--- src/rtl/mips_pkg.sv ---
// Shared constants and types for the MIPS fetch/decode front end.
package mips_pkg;

  localparam int unsigned IM_AW_DEF    = 10;
  localparam logic [31:0] PC_RESET_DEF = 32'h0000_3000;
  localparam logic [31:0] IM_BASE_DEF  = 32'h0000_3000;
  localparam logic [31:0] NOP          = 32'h0000_0000;

  localparam logic [1:0] ST_BOOT = 2'd0;
  localparam logic [1:0] ST_RUN  = 2'd1;
  localparam logic [1:0] ST_HALT = 2'd2;

  // F/D pipeline register payload
  typedef struct packed {
    logic [31:0] ir;
    logic [31:0] pc;
    logic [31:0] pc8;
    logic        valid;
  } fd_t;

endpackage

--- src/rtl/fetch_fd_stage_if.sv ---
// Fetch-stage bus: hazard/redirect inputs, IM port and F/D outputs.
interface fetch_fd_stage_if #(
  parameter int unsigned IM_AW = mips_pkg::IM_AW_DEF
);
  logic             pause;
  logic             redirect_D;
  logic [31:0]      target_D;
  logic [IM_AW-1:0] im_addr;
  logic [31:0]      im_rdata;
  logic [31:0]      PC_F;
  logic [31:0]      IR_D;
  logic [31:0]      PC_D;
  logic [31:0]      PC8_D;
  logic             valid_D;
  logic             fault;
  logic [31:0]      stall_cnt;

  modport master (
    input  pause, redirect_D, target_D, im_rdata,
    output im_addr, PC_F, IR_D, PC_D, PC8_D, valid_D, fault, stall_cnt
  );

  modport slave (
    output pause, redirect_D, target_D, im_rdata,
    input  im_addr, PC_F, IR_D, PC_D, PC8_D, valid_D, fault, stall_cnt
  );
endinterface

--- src/rtl/pc_gen.sv ---
// Next-PC mux, +4/+8 adders, IM word address and range/alignment fault check.
module pc_gen #(
  parameter logic [31:0] IM_BASE = 32'h0000_3000,
  parameter int unsigned IM_AW   = 10
) (
  input  logic [31:0]      pc,
  input  logic             redirect,
  input  logic [31:0]      target,
  output logic [31:0]      pc_next_c,
  output logic [31:0]      pc8_c,
  output logic [IM_AW-1:0] addr_next_c,
  output logic             fault_c
);
  // Upper bound computed in 33 bits so a window touching 2^32 does not wrap
  localparam logic [32:0] IM_END = 33'(IM_BASE) + (33'd4 << IM_AW);

  always_comb begin
    pc_next_c   = redirect ? target : pc + 32'd4;
    pc8_c       = pc + 32'd8;
    addr_next_c = IM_AW'((pc_next_c - IM_BASE) >> 2);
    fault_c     = (pc_next_c[1:0] != 2'b00) || (pc_next_c < IM_BASE) ||
                  ({1'b0, pc_next_c} >= IM_END);
  end
endmodule

--- src/rtl/fetch_fd_stage.sv ---
// MIPS fetch stage: PC register, F/D pipeline register, stall counter and BOOT/RUN/HALT control.
module fetch_fd_stage
  import mips_pkg::*;
#(
  parameter logic [31:0] PC_RESET = PC_RESET_DEF,
  parameter logic [31:0] IM_BASE  = IM_BASE_DEF,
  parameter int unsigned IM_AW    = IM_AW_DEF
) (
  input  logic              clk,
  input  logic              reset,
  fetch_fd_stage_if.master  bus
);
  localparam fd_t              FD_RESET   = '{ir: NOP, pc: 32'd0, pc8: 32'd8, valid: 1'b0};
  localparam logic [IM_AW-1:0] ADDR_RESET = IM_AW'((PC_RESET - IM_BASE) >> 2);

  logic [1:0]       state_q, state_d;
  logic [31:0]      pc_q, pc_d;
  logic [IM_AW-1:0] addr_q, addr_d;
  fd_t              fd_q, fd_d;
  logic             fault_q, fault_d;
  logic [31:0]      cnt_q, cnt_d;

  logic             redirect_c;
  logic [31:0]      pc_next_c, pc8_c;
  logic [IM_AW-1:0] addr_next_c;
  logic             fault_c;
  fd_t              fetch_c;

  assign redirect_c = bus.redirect_D && (state_q == ST_RUN);
  assign fetch_c    = '{ir: bus.im_rdata, pc: pc_q, pc8: pc8_c, valid: 1'b1};

  pc_gen #(.IM_BASE(IM_BASE), .IM_AW(IM_AW)) u_pc_gen (
    .pc          (pc_q),
    .redirect    (redirect_c),
    .target      (bus.target_D),
    .pc_next_c   (pc_next_c),
    .pc8_c       (pc8_c),
    .addr_next_c (addr_next_c),
    .fault_c     (fault_c)
  );

  // Next-state and register-load decisions
  always_comb begin
    state_d = state_q;
    pc_d    = pc_q;
    addr_d  = addr_q;
    fd_d    = fd_q;
    fault_d = fault_q;
    cnt_d   = cnt_q;
    case (state_q)
      ST_BOOT: begin
        fd_d    = fetch_c;
        pc_d    = pc_next_c;
        addr_d  = addr_next_c;
        state_d = ST_RUN;
      end
      ST_RUN: begin
        if (bus.pause) begin
          if (cnt_q != '1) cnt_d = cnt_q + 32'd1;
        end else begin
          fd_d   = fetch_c;
          pc_d   = pc_next_c;
          addr_d = addr_next_c;
          if (fault_c) begin
            fault_d = 1'b1;
            state_d = ST_HALT;
          end
        end
      end
      ST_HALT: begin
        // Drain D with nops; PC and link values stay for post-mortem
        fd_d.ir    = NOP;
        fd_d.valid = 1'b0;
      end
      default: state_d = ST_HALT;
    endcase
  end

  always_ff @(posedge clk) begin
    if (!reset) begin
      state_q <= ST_BOOT;
      pc_q    <= PC_RESET;
      addr_q  <= ADDR_RESET;
      fd_q    <= FD_RESET;
      fault_q <= 1'b0;
      cnt_q   <= 32'd0;
    end else begin
      state_q <= state_d;
      pc_q    <= pc_d;
      addr_q  <= addr_d;
      fd_q    <= fd_d;
      fault_q <= fault_d;
      cnt_q   <= cnt_d;
    end
  end

  assign bus.im_addr   = addr_q;
  assign bus.PC_F      = pc_q;
  assign bus.IR_D      = fd_q.ir;
  assign bus.PC_D      = fd_q.pc;
  assign bus.PC8_D     = fd_q.pc8;
  assign bus.valid_D   = fd_q.valid;
  assign bus.fault     = fault_q;
  assign bus.stall_cnt = cnt_q;
endmodule

--- src/flat_wrapper.sv ---
// flat-port wrapper written by rule: the top's interface ports become plain ports
module fetch_fd_stage_flat import mips_pkg::*;
#(
  parameter logic [31:0] PC_RESET = PC_RESET_DEF,
  parameter logic [31:0] IM_BASE  = IM_BASE_DEF,
  parameter int unsigned IM_AW    = IM_AW_DEF
)
  (clk, reset, bus_pause, bus_redirect_D, bus_target_D, bus_im_rdata, bus_im_addr, bus_PC_F, bus_IR_D, bus_PC_D, bus_PC8_D, bus_valid_D, bus_fault, bus_stall_cnt);
  fetch_fd_stage_if #(.IM_AW(IM_AW)) bus_i ();
  input  logic clk;
  input  logic reset;
  input wire logic [$bits(bus_i.pause)-1:0] bus_pause;
  input wire logic [$bits(bus_i.redirect_D)-1:0] bus_redirect_D;
  input wire logic [$bits(bus_i.target_D)-1:0] bus_target_D;
  input wire logic [$bits(bus_i.im_rdata)-1:0] bus_im_rdata;
  output wire logic [$bits(bus_i.im_addr)-1:0] bus_im_addr;
  output wire logic [$bits(bus_i.PC_F)-1:0] bus_PC_F;
  output wire logic [$bits(bus_i.IR_D)-1:0] bus_IR_D;
  output wire logic [$bits(bus_i.PC_D)-1:0] bus_PC_D;
  output wire logic [$bits(bus_i.PC8_D)-1:0] bus_PC8_D;
  output wire logic [$bits(bus_i.valid_D)-1:0] bus_valid_D;
  output wire logic [$bits(bus_i.fault)-1:0] bus_fault;
  output wire logic [$bits(bus_i.stall_cnt)-1:0] bus_stall_cnt;
  assign bus_i.pause = bus_pause;
  assign bus_i.redirect_D = bus_redirect_D;
  assign bus_i.target_D = bus_target_D;
  assign bus_i.im_rdata = bus_im_rdata;
  assign bus_im_addr = bus_i.im_addr;
  assign bus_PC_F = bus_i.PC_F;
  assign bus_IR_D = bus_i.IR_D;
  assign bus_PC_D = bus_i.PC_D;
  assign bus_PC8_D = bus_i.PC8_D;
  assign bus_valid_D = bus_i.valid_D;
  assign bus_fault = bus_i.fault;
  assign bus_stall_cnt = bus_i.stall_cnt;
  fetch_fd_stage #(.PC_RESET(PC_RESET), .IM_BASE(IM_BASE), .IM_AW(IM_AW)) u_core (.clk(clk), .reset(reset), .bus(bus_i));
endmodule
--- config.mk ---
export PLATFORM = sky130hd
export DESIGN_NAME = fetch_fd_stage_flat
export DESIGN_NICKNAME = d
export VERILOG_FILES = /design/src/rtl/mips_pkg.sv /design/src/rtl/fetch_fd_stage_if.sv /design/src/rtl/pc_gen.sv /design/src/rtl/fetch_fd_stage.sv /design/src/flat_wrapper.sv
export SDC_FILE = /design/constraint.sdc
export NUM_CORES = 1
export LEC_CHECK = 0
export CAP_MARGIN = 25
export CORE_UTILIZATION = 25
export DETAILED_ROUTE_END_ITERATION = 12
export PLACE_DENSITY = 0.5
export SETUP_SLACK_MARGIN = 0.1
export SYNTH_ARGS = -nofsm -noshare
export SYNTH_HDL_FRONTEND = slang
export SYNTH_SLANG_ARGS = --single-unit
--- constraint.sdc ---
create_clock -name clk -period 2.7 [get_ports clk]
set_input_delay 0.54 -clock clk [delete_from_list [all_inputs] [get_ports clk]]
set_output_delay 0.54 -clock clk [all_outputs]
set_load 0.01 [all_outputs]
* After elaboration in Yosys (flattened, before gate mapping)
Cells that the tools add are included.
Operators by class: equal/unequal tests 5, mux-type cells 12, reductions and logical operators 12, add/subtract/negate cells 4, order comparisons 2, bitwise operators 2
Operator list (number):
- 64-bit one-hot mux with 2 select lines | 1
- 97-bit 2-to-1 mux | 1
- 32-bit one-hot mux with 3 select lines | 1
- 32-bit 2-to-1 mux | 2
- 32-bit one-hot mux with 2 select lines | 1
- 32-bit by 1-bit adder with 32-bit output, second input constant | 1
- 32-bit by 3-bit adder with 32-bit output, second input constant | 1
- 32-bit by 4-bit adder with 32-bit output, second input constant | 1
- 32-bit by 15-bit greater-or-equal comparator with 1-bit output, second input constant | 1
- 32-bit by 14-bit less-than comparator with 1-bit output, second input constant | 1
- 32-bit inequality test, second input constant | 1
- 10-bit one-hot mux with 2 select lines | 1
- 12-bit by 1-bit subtractor with 12-bit output, second input constant | 1
- 10-bit 2-to-1 mux | 1
- 3-bit AND reduction | 3
- 2-bit one-hot mux with 3 select lines | 1
- 2-bit 2-to-1 mux | 2
- 2-bit AND reduction | 2
- 2-bit nonzero test | 2
- 1-bit one-hot mux with 3 select lines | 1
- 3-bit nonzero test | 1
- 2-bit by 1-bit equality test with 1-bit output, second input constant | 1
- 2-bit equality test, second input constant | 1
- 2-bit logical NOT | 1
- 5 further kinds | 7
Storage, ports and cells: input port bits 68, bits in registers 174, word-level logic and storage cells 46

* Depth between registers and ports, before layout
depth in word-level cells 9, gate-level depth with buffers 9

* By module
From an unflattened synthesis, not the netlist that was laid out.
Unflattened totals: cells, all modules 1073, area total of the unflattened synthesis 8256.7 um2
Modules (own cells, without submodules):
- fetch_fd_stage | cells an instance 808, sequential area each 3483.3 um2, area an instance 6586.3 um2, instances 1
- pc_gen | cells an instance 265, sequential area each 0.0 um2, area an instance 1670.4 um2, instances 1

* Least setup slack after synthesis
OpenSTA, ideal clock, no wires.
path kind flip-flop to flip-flop, from register u_core.bus.im_addr[2] (netlist name), to register u_core.state_q[1], stages on the path, launching flop included 10, required time 2556 ps, data arrival time 2563 ps, library setup time 144 ps, path slack -7 ps, period minus slack after synthesis 2707 ps, path through dfxtp_1 ha_1 nand4_1 buf_2 or3_4 o31ai_1 a31oi_1 or3_4 a2111oi_4 o221ai_1
RTL lines:
- end signal, assigned | RTL line fetch_fd_stage.sv:88 | state_q <= state_d;
- end, declared | RTL line fetch_fd_stage.sv:16 | logic [1:0] state_q, state_d;

==> reports/qor.yml <==
cts:
  cts_tree: "yes"
  htreeDepth: 4
  cts_max_path_buffers: 2
  cts.sinks: 161
  cts_buffers: 17
  clock_latency_ns: 0.45
  cts_hold_buf: 0
  ctsRootBufferMaster: "clkbuf_16"
  path_clk_slew_ns: 0.07
grt:
  grt_pass1_wl_um: 43200
  grt_max_degree: 81
  track_usage: 0.168
  antenna_found_initial: 3
  overflow: 0
  grt_pass1_vias: 7531
timing:
  drv_slew: 0
  hold_violations: 0
  finalSetupTns_ns: 0
  rsz0062_at_grt: "false"
  final.setup_skew_ns: 0.0145
  setup_viol: 0
  period_share: 0.925
  period_needed_ns: 2.50
  worst_pin_slew_ns: 0.622
  max_freq_ghz: 0.400
  max_slew_margin: 0.582
pwr:
  p_leak_nw: 4.05
  ir_drop_mv: 0.485
  power_density_nw_per_um2: 837
routing:
  route.detailed.drc: 0
  routed_via_density: 4.85
  met2_length_um: 12300
  wl_per_cell_um: 16.7
  routed_wl_um: 27300
  wl_met1_um: 12800
  vias: 7920
  initialDrtViolationCount: 409
  dr.pass1.iters: 5
  topRoutingLayerUsed: "met5"
  wl_met3_um: 1980
  drtAntennaViolNets: 0
place:
  dp_hpwl_um: 19400
  dp.cells: 1595
  gp_congestion: 0.865
  io_buffers: 239
setup_path:
  end_kind: "flop"
  start_kind: "flop"
  critPathKind: "reg -> reg"
  r2r-start: "u_core.bus.im_addr[1]"
  reg2reg_depth: 10
  reg2reg_to: "u_core.state_q[1]"
  r2r_slack_ns: 0.20
  arrival_ns: 2.81
  critPathRequiredTime_ns: 3.01
  cp_max_fo: 8
job:
  cap_violations: 0
floorplanning:
  rows: 64
  die_area_um2: 32500
  coreArea_um2: 30900
  fp.dieW_um: 180
  initial_utilization: 0.257
  ios: 240
  die_h_um: 180
finish:
  regArea_um2: 3230
  finalNonFillerCells: 1634
  nNetsFinal: 1295
  n_fill_cell: 3219
  drive_gt1_frac: 0.116
  multi_input_comb_area_um2: 4130
  synthToLayoutAreaGrowth_pct: 45.1
synth:
  synth_area_leaders: "dfxtp_1 (41%), nand2_1 (6.5%), nor2_1 (6.5%)"
  synth_area_leader_cell: "dfxtp_1"
  synth-seq-cells: 161
  synth_ff_type: "dfxtp_1"
  syn_inst: 1015
  synthesis.nets: 1086
  synth_warnings: 0
  syn_area_um2: 7950
  syn_area_per_cell_um2: 7.83
  ys_async_sr_fraction: 0
  synth-seq-area-share: 0.406
  synth_edf_count: 0
  synth_top_area_frac: 0.406
  ys_types: 55
run_status:
  outcome: "complete, no violations"
worst_hold_path:
  holdPathStages: 2
  worstHoldStart: "u_core.bus.PC_D[3]"
  hold_path_class: "reg -> reg"
  hold_end: "u_core.bus.PC_D[3]"
worst max path at each step:
| stage | from | cells after the start | end | slack, ns |
|---|---|---|---|---|
| global route | u_core.bus.im_addr[1] | 10 | u_core.bus.fault | 0.09 |
| floorplan | u_core.bus.im_addr[2] | 9 | u_core.state_q[1] | 0.15 |
| finish | u_core.bus.im_addr[1] | 10 | u_core.state_q[1] | 0.20 |
| detailed placement | bus_redirect_D | 8 | u_core.state_q[1] | -0.06 |
| CTS | u_core.bus.im_addr[1] | 9 | u_core.state_q[1] | 0.10 |
| global placement | bus_target_D[15] | 7 | u_core.state_q[1] | -0.02 |
registers in the layout, indices dropped and copies added (netlist names):
name and count:
u_core.bus.IR_D 32, u_core.bus.PC8_D 32, u_core.bus.stall_cnt 32, u_core.bus.PC_D 29, u_core.bus.PC_F 23, u_core.bus.im_addr 9
u_core.state_q 2, u_core.bus.fault 1, u_core.bus.valid_D 1
cells in the final DEF (no fill, tap or decap), types with 28 or more instances in the layout:
cell type and count:
a22oi_1 38, a21oi_1 80, clkdlybuf4s50_1 239, buf_4 69
dfxtp_1 158, o21ai_0 36, nand2_1 137, xnor2_1 29
nor2_1 138, xor2_1 28
Yosys cell counts (2+ instances only):
| library cell | number |
|---|---|
| and2_1 | 6 |
| a21oi_1 | 81 |
| or3_4 | 2 |
| a311oi_1 | 6 |
| nand3_1 | 25 |
| xor2_1 | 28 |
| buf_1 | 5 |
| nand2_1 | 138 |
| a22oi_1 | 38 |
| nor2b_1 | 3 |
| o21a_1 | 5 |
| or3_1 | 15 |
| mux2i_1 | 2 |
| a211o_1 | 2 |
| nor3_1 | 22 |
| o22ai_1 | 6 |
| a31oi_1 | 11 |
| or4_1 | 7 |
| o31ai_1 | 4 |
| nor2_1 | 138 |
| clkbuf_1 | 58 |
| o211ai_1 | 2 |
| and3_1 | 12 |
| o21ai_0 | 38 |
| xnor2_1 | 29 |
| o311ai_0 | 2 |
| ha_1 | 3 |
| nand2b_1 | 2 |
| and4_1 | 9 |
| buf_2 | 15 |
| nand4_1 | 23 |
| inv_1 | 7 |
| buf_4 | 49 |
| nor4_1 | 12 |
| or2_2 | 3 |
| a211oi_1 | 24 |
| dfxtp_1 | 161 |
| nand3b_1 | 4 |
| nor3b_1 | 2 |
critical path, stage by stage, from the launching register on:
cell and delay [ns]:
dfxtp_4 0.37, ha_4 0.13, nand4_1 0.09, buf_4 0.18, buf_4 0.16, nor3_4 0.19, xnor2_1 0.09, a211o_1 0.29
or3_4 0.38, a2111oi_4 0.35, o221ai_1 0.14
per-layer routing:
layer  GRT usage  vias up
li1            -     3928
met1       0.222     3727
met2       0.262      241
met3      0.0578       20
met4      0.0393        4
met5           0        -
area by class of cell:
cell class                 instances  area share
tap                              396      0.0430
clock inverter                    11     0.00901
clock buffer                      21      0.0408
antenna                            1    0.000217
sequential                       161       0.280
timing repair buffer             319       0.266
multi-input combinational        717       0.358
inverter                           8     0.00282
metrics by stage:
step / setup slack [ns] / total power [mW] / utilization / instance area, um^2 / hold slack [ns]
final: 0.202 / 9.65 / 0.373 / 11500 / 0.452
after global routing: 0.0905 / 10.3 / 0.373 / 11500 / 0.468
after CTS: 0.103 / 9.73 / 0.368 / 11400 / 0.455
after global placement: -0.0244 / 7.24 / 0.349 / 10800 / 0.442
after floorplan: 0.145 / 5.48 / - / 7960 / 0.455
after detailed placement: -0.0584 / 7.26 / 0.349 / 10800 / 0.446
cell families after synthesis:
group,synth area share
AO/OA/AOI/OAI,0.180
XOR/XNOR,0.0628
adder cells (fa/ha/maj),0.00472
buffers and inverters,0.0913
flip-flops,0.406
multiplexers,0.00252
AND/OR/NAND/NOR,0.253
where the power goes:
part	internal (mW)	switching, mW	total [mW]	leakage [nW]
combinational	1.86	2.22	4.08	2.45
sequential	2.85	0.306	3.15	1.31
clock	1.35	1.07	2.41	0.280
timing repair:
item,in CTS,in global routing
setup buffers,0,5
hold endpoints to repair,0,0
setup endpoints to repair,3,3
pin swaps,4,14
cloned,0,1
gates resized for setup,4,26
(Power assumes the default switching activity.)
==> patch 1: new RTL, config.mk and constraints unchanged <==
Reset style: asynchronous (`reset`), changed in one clocked block.
--- a/src/rtl/fetch_fd_stage.sv
+++ b/src/rtl/fetch_fd_stage.sv
@@ -78,3 +78,3 @@
 
-  always_ff @(posedge clk) begin
+  always_ff @(posedge clk or negedge reset) begin
     if (!reset) begin
Formal check against the unedited RTL: differs if reset is asserted again (counterexample within 4 cycles, from zero or initial values and one cycle with reset low); with reset held inactive, the same outputs for 4 cycles.
==> patch 1 against the unedited design <==
- clock skew rose by 1.4 ps
- routed wire length fell by 0.22%
- design area is 3.3% higher
- area after synthesis increased by 3.3%
- total power decreased by 6.6%
- first-iteration DRC count is 3.2% higher
- via count is 8.3% lower
- die area rose by 3.2%
- count of clock-buffer cells in the layout is 4 lower
- sequential cell count unchanged
- setup slack gained 0.86 ps
- critical path type unchanged
==> patch 1: results (changes against the unedited design) <==
| Metric | Value |
|---|---|
| Met1 Track Usage GR | `22.6% (+0.34 points)` |
| Synth warn | `0 (unchanged)` |
| M3 GR Usage | `4.51% (-1.3 points)` |
| Vias in the first global route | `7,375 (-2.1%)` |
| Met2 Use GR | `25.2% (-0.98 points)` |
| Total GRT Usage | `16.5% (-0.30 points)` |
| Cells after Synth | `882 (-13%)` |
| DP Worst Slack | `-4.33 ps (+54.1 ps)` |
| Synthesized net count | `953 (-12%)` |
| Asr flop ratio synth | `100% (+100 points)` |
| Global-route wire length before repair | `42,900 um (-0.72%)` |
| R2R cell count | `7 (-3)` |
| Max_slew headroom | `63.5% (+5.3 points)` |
| EDFF count, synth | `0 (unchanged)` |
| P_leak | `4.91 nW (+21%)` |
| Sequential share of the synthesized area | `49.2% (+8.6 points)` |
| Placed inst area | `0.0112 mm^2 (+3.6%)` |
| Outcome | `finished, final reports clean` |
| DR vias | `7,264 (-8.3%)` |
| Number of DRC markers after the initial detailed-route iteration | `422 (+3.2%)` |
| CP max FO | `5 (-3)` |
| Layout cells sized above 1 | `13.6% (+2.1 points)` |
| WL/cell | `17.5 um (+4.6%)` |
| Netlist cell types | `65 (+18%)` |
| Hold slack final | `473 ps (+20.8 ps)` |
| Clock Skews | `15.9 ps (+1.40 ps)` |
| DP Cell Count | `1,520 (-4.7%)` |
| Total routed wirelength | `27,300 um (-0.22%)` |
| Pin count of the biggest net entering global routing | `66 (-19%)` |
| Min cycle time layout | `2500 ps (-0.864 ps)` |
-- patch 1: changes by cell type in the layout (fill, tap and decap cells not counted), moves of 10 or more --
cell / before / now
o21ai_0: 36 / 68
dfrtp_1: 0 / 156
or3_1: 13 / 3
a22o_1: 0 / 34
dfxtp_1: 158 / 0
a22oi_1: 38 / 2
a21oi_1: 80 / 30
nor2_1: 138 / 43
xnor2_1: 29 / 42
nand2_1: 137 / 180
a211oi_1: 24 / 2
-- patch 1: path summary, 6_finish.rpt --
path                                                  from                         endpoint
hold reg to reg            u_core.bus.PC_D[22]$_DFFE_PN0P_  u_core.bus.PC_D[22]$_DFFE_PN0P_
min in group asynchronous                            reset  u_core.bus.PC_D[22]$_DFFE_PN0P_
hold / removal             u_core.bus.PC_D[22]$_DFFE_PN0P_  u_core.bus.PC_D[22]$_DFFE_PN0P_
max in group asynchronous                            reset  u_core.bus.PC_F[13]$_DFFE_PN1P_
setup reg to reg           u_core.bus.PC_F[12]$_DFFE_PN1P_     u_core.bus.fault$_DFFE_PN0P_
setup / recovery           u_core.bus.PC_F[12]$_DFFE_PN1P_     u_core.bus.fault$_DFFE_PN0P_
-- patch 1: metal layers --
metal  wire (um)  vias up
met5          13        -
met4         543        2
met3        2050       37
met2       12000      262
met1       12600     3486
li1            -     3477
-- patch 1: cell families after synthesis --
| kind of cell | synth area share [%] |
|---|---|
| buffers and inverters | 7.78 |
| XOR/XNOR | 6.73 |
| AND/OR/NAND/NOR | 21.7 |
| multiplexers | 0.671 |
| adder cells (fa/ha/maj) | 0.458 |
| AO/OA/AOI/OAI | 13.6 |
| flip-flops | 49.2 |
-- patch 1: report_power, final --
group | internal, W | total (W) | leakage (nW) | switching (W)
logic | 0.00170 | 0.00320 | 2.56 | 0.00150
clock network | 0.00125 | 0.00249 | 0.290 | 0.00124
registers | 0.00292 | 0.00332 | 2.06 | 0.000398
total | 0.00587 | 0.00901 | 4.91 | 0.00314
-- patch 1: worst max-delay path, stage by stage (launching register included) --
cell and delay (ps):
dfstp_2 570, nand4_4 110, or4_4 560, or4_1 530, o311ai_1 130, o211ai_2 160, o41ai_2 240, nand2_1 80
-- patch 1: area by class of cell --
class,count,area (um^2)
fill,3227,20000
tap,435,544
multi-input combinational,604,3660
clock inverter,15,160
clock buffer,17,425
sequential,161,4040
timing repair buffer,317,3050
inverter,8,30.0
antenna,2,5.00
-- patch 1: timing repair --
| item | CTS | global route |
|---|---|---|
| gates resized for setup | 5 | 18 |
| endpoints found under the setup margin | 2 | 3 |
| buffers inserted | 0 | 4 |
| pin swaps | 2 | 11 |
| gates cloned | 0 | 0 |
| hold buffers | 1 | 0 |
| hold endpoints to repair | 17 | 0 |
==> patch 2: new RTL, same flow settings <==
Made on the original files. `IM_AW_DEF`: 10 -> 9.
--- a/src/rtl/mips_pkg.sv
+++ b/src/rtl/mips_pkg.sv
@@ -3,3 +3,3 @@
 
-  localparam int unsigned IM_AW_DEF    = 10;
+  localparam int unsigned IM_AW_DEF    = 9;
   localparam logic [31:0] PC_RESET_DEF = 32'h0000_3000;
Interface: changed (resized bus_im_addr); port bits go from 240 to 239. The function was not compared with the original's and may differ.
==> patch 2 against the unedited design <==
- area after synthesis fell by 1.9%
- sequential cell count is the same
- routed wire length up 1.0%
- critical endpoint is now u_core.state_q[0]$_SDFFE_PN0P_
- highest routed layer unchanged
- design area rose by 1.2%
- non-clock buffer count is 26 higher
- clock skew rose by 2.4 ps
- setup slack lost 81 ps
- largest cell class unchanged
Power is not compared: it rests on default switching activity, and its combinational part moved more than twofold at a synthesized area within 25%.
==> patch 2: results (changes against the unedited design) <==
| Metric | Value |
|---|---|
| Outcome | `finished, final reports clean` |
| Least-Margin Pin Slew | `515 ps (-107 ps)` |
| Crit path largest cell delay | `430 ps (+50 ps)` |
| # fillers | `3,185 (-1.1%)` |
| Non-CTS buffers | `345 (+8.2%)` |
| CP max FO | `3 (-5)` |
| Initial antenna violation count | `1 (-2)` |
| Total GRT Usage | `17.0% (+0.16 points)` |
| Clock Skews | `16.9 ps (+2.43 ps)` |
| Adder-cell share of the synthesized area | `0.482% (+0.0092 points)` |
| Register share of the cell area | `27.8% (-0.22 points)` |
| Global-route wire length before repair | `41,900 um (-3.1%)` |
| Non-clk buf share | `27.8% (+1.1 points)` |
| Xor and xnor area share after synthesis | `6.29% (+0.0097 points)` |
| Multi-In Gates | `695 (-3.1%)` |
| Pin count of the biggest net entering global routing | `69 (-15%)` |
| M3 GR Usage | `4.92% (-0.86 points)` |
| CLK BUF | `19 (-9.5%)` |
| Layout Nets | `1,304 (+0.69%)` |
| Layout cells sized above 1 | `15.4% (+3.8 points)` |
| Arr. time, crit path | `2960 ps (+150 ps)` |
| Critical path's top delay family | `simple AND/OR/NAND/NOR gates` |
| ClkCell Share | `4.78% (-0.20 points)` |
| Post-CTS Setup Inserts | `3 (+3)` |
| Compound-Gate Fraction of Synth Area | `18.1% (+0.077 points)` |
| Multi-input gate area | `0.00408 mm^2 (-1.1%)` |
| Met2 Use GR | `27.1% (+0.98 points)` |
| Post-CTS Resized | `14 (+10)` |
## patch 2: layer usage
| layer | vias up | share of wire (%) | routed length [um] |
|---|---|---|---|
| met3 | 32 | 6.8 | 1880 |
| met4 | 2 | 2.0 | 540 |
| met5 | - | 0.062 | 17 |
| li1 | 3901 | - | - |
| met2 | 226 | 46 | 12700 |
| met1 | 3710 | 45 | 12500 |
## patch 2: final timing paths
check                                     startpoint  slack, ps                               end  cells past startpoint
setup reg to reg  u_core.bus.im_addr[1]$_SDFFE_PN0P_        120    u_core.state_q[0]$_SDFFE_PN0P_                     10
setup / recovery  u_core.bus.im_addr[1]$_SDFFE_PN0P_        120    u_core.state_q[0]$_SDFFE_PN0P_                     10
hold / removal      u_core.bus.PC_D[29]$_SDFFE_PN0P_        450  u_core.bus.PC_D[29]$_SDFFE_PN0P_                      2
hold reg to reg     u_core.bus.PC_D[29]$_SDFFE_PN0P_        450  u_core.bus.PC_D[29]$_SDFFE_PN0P_                      2
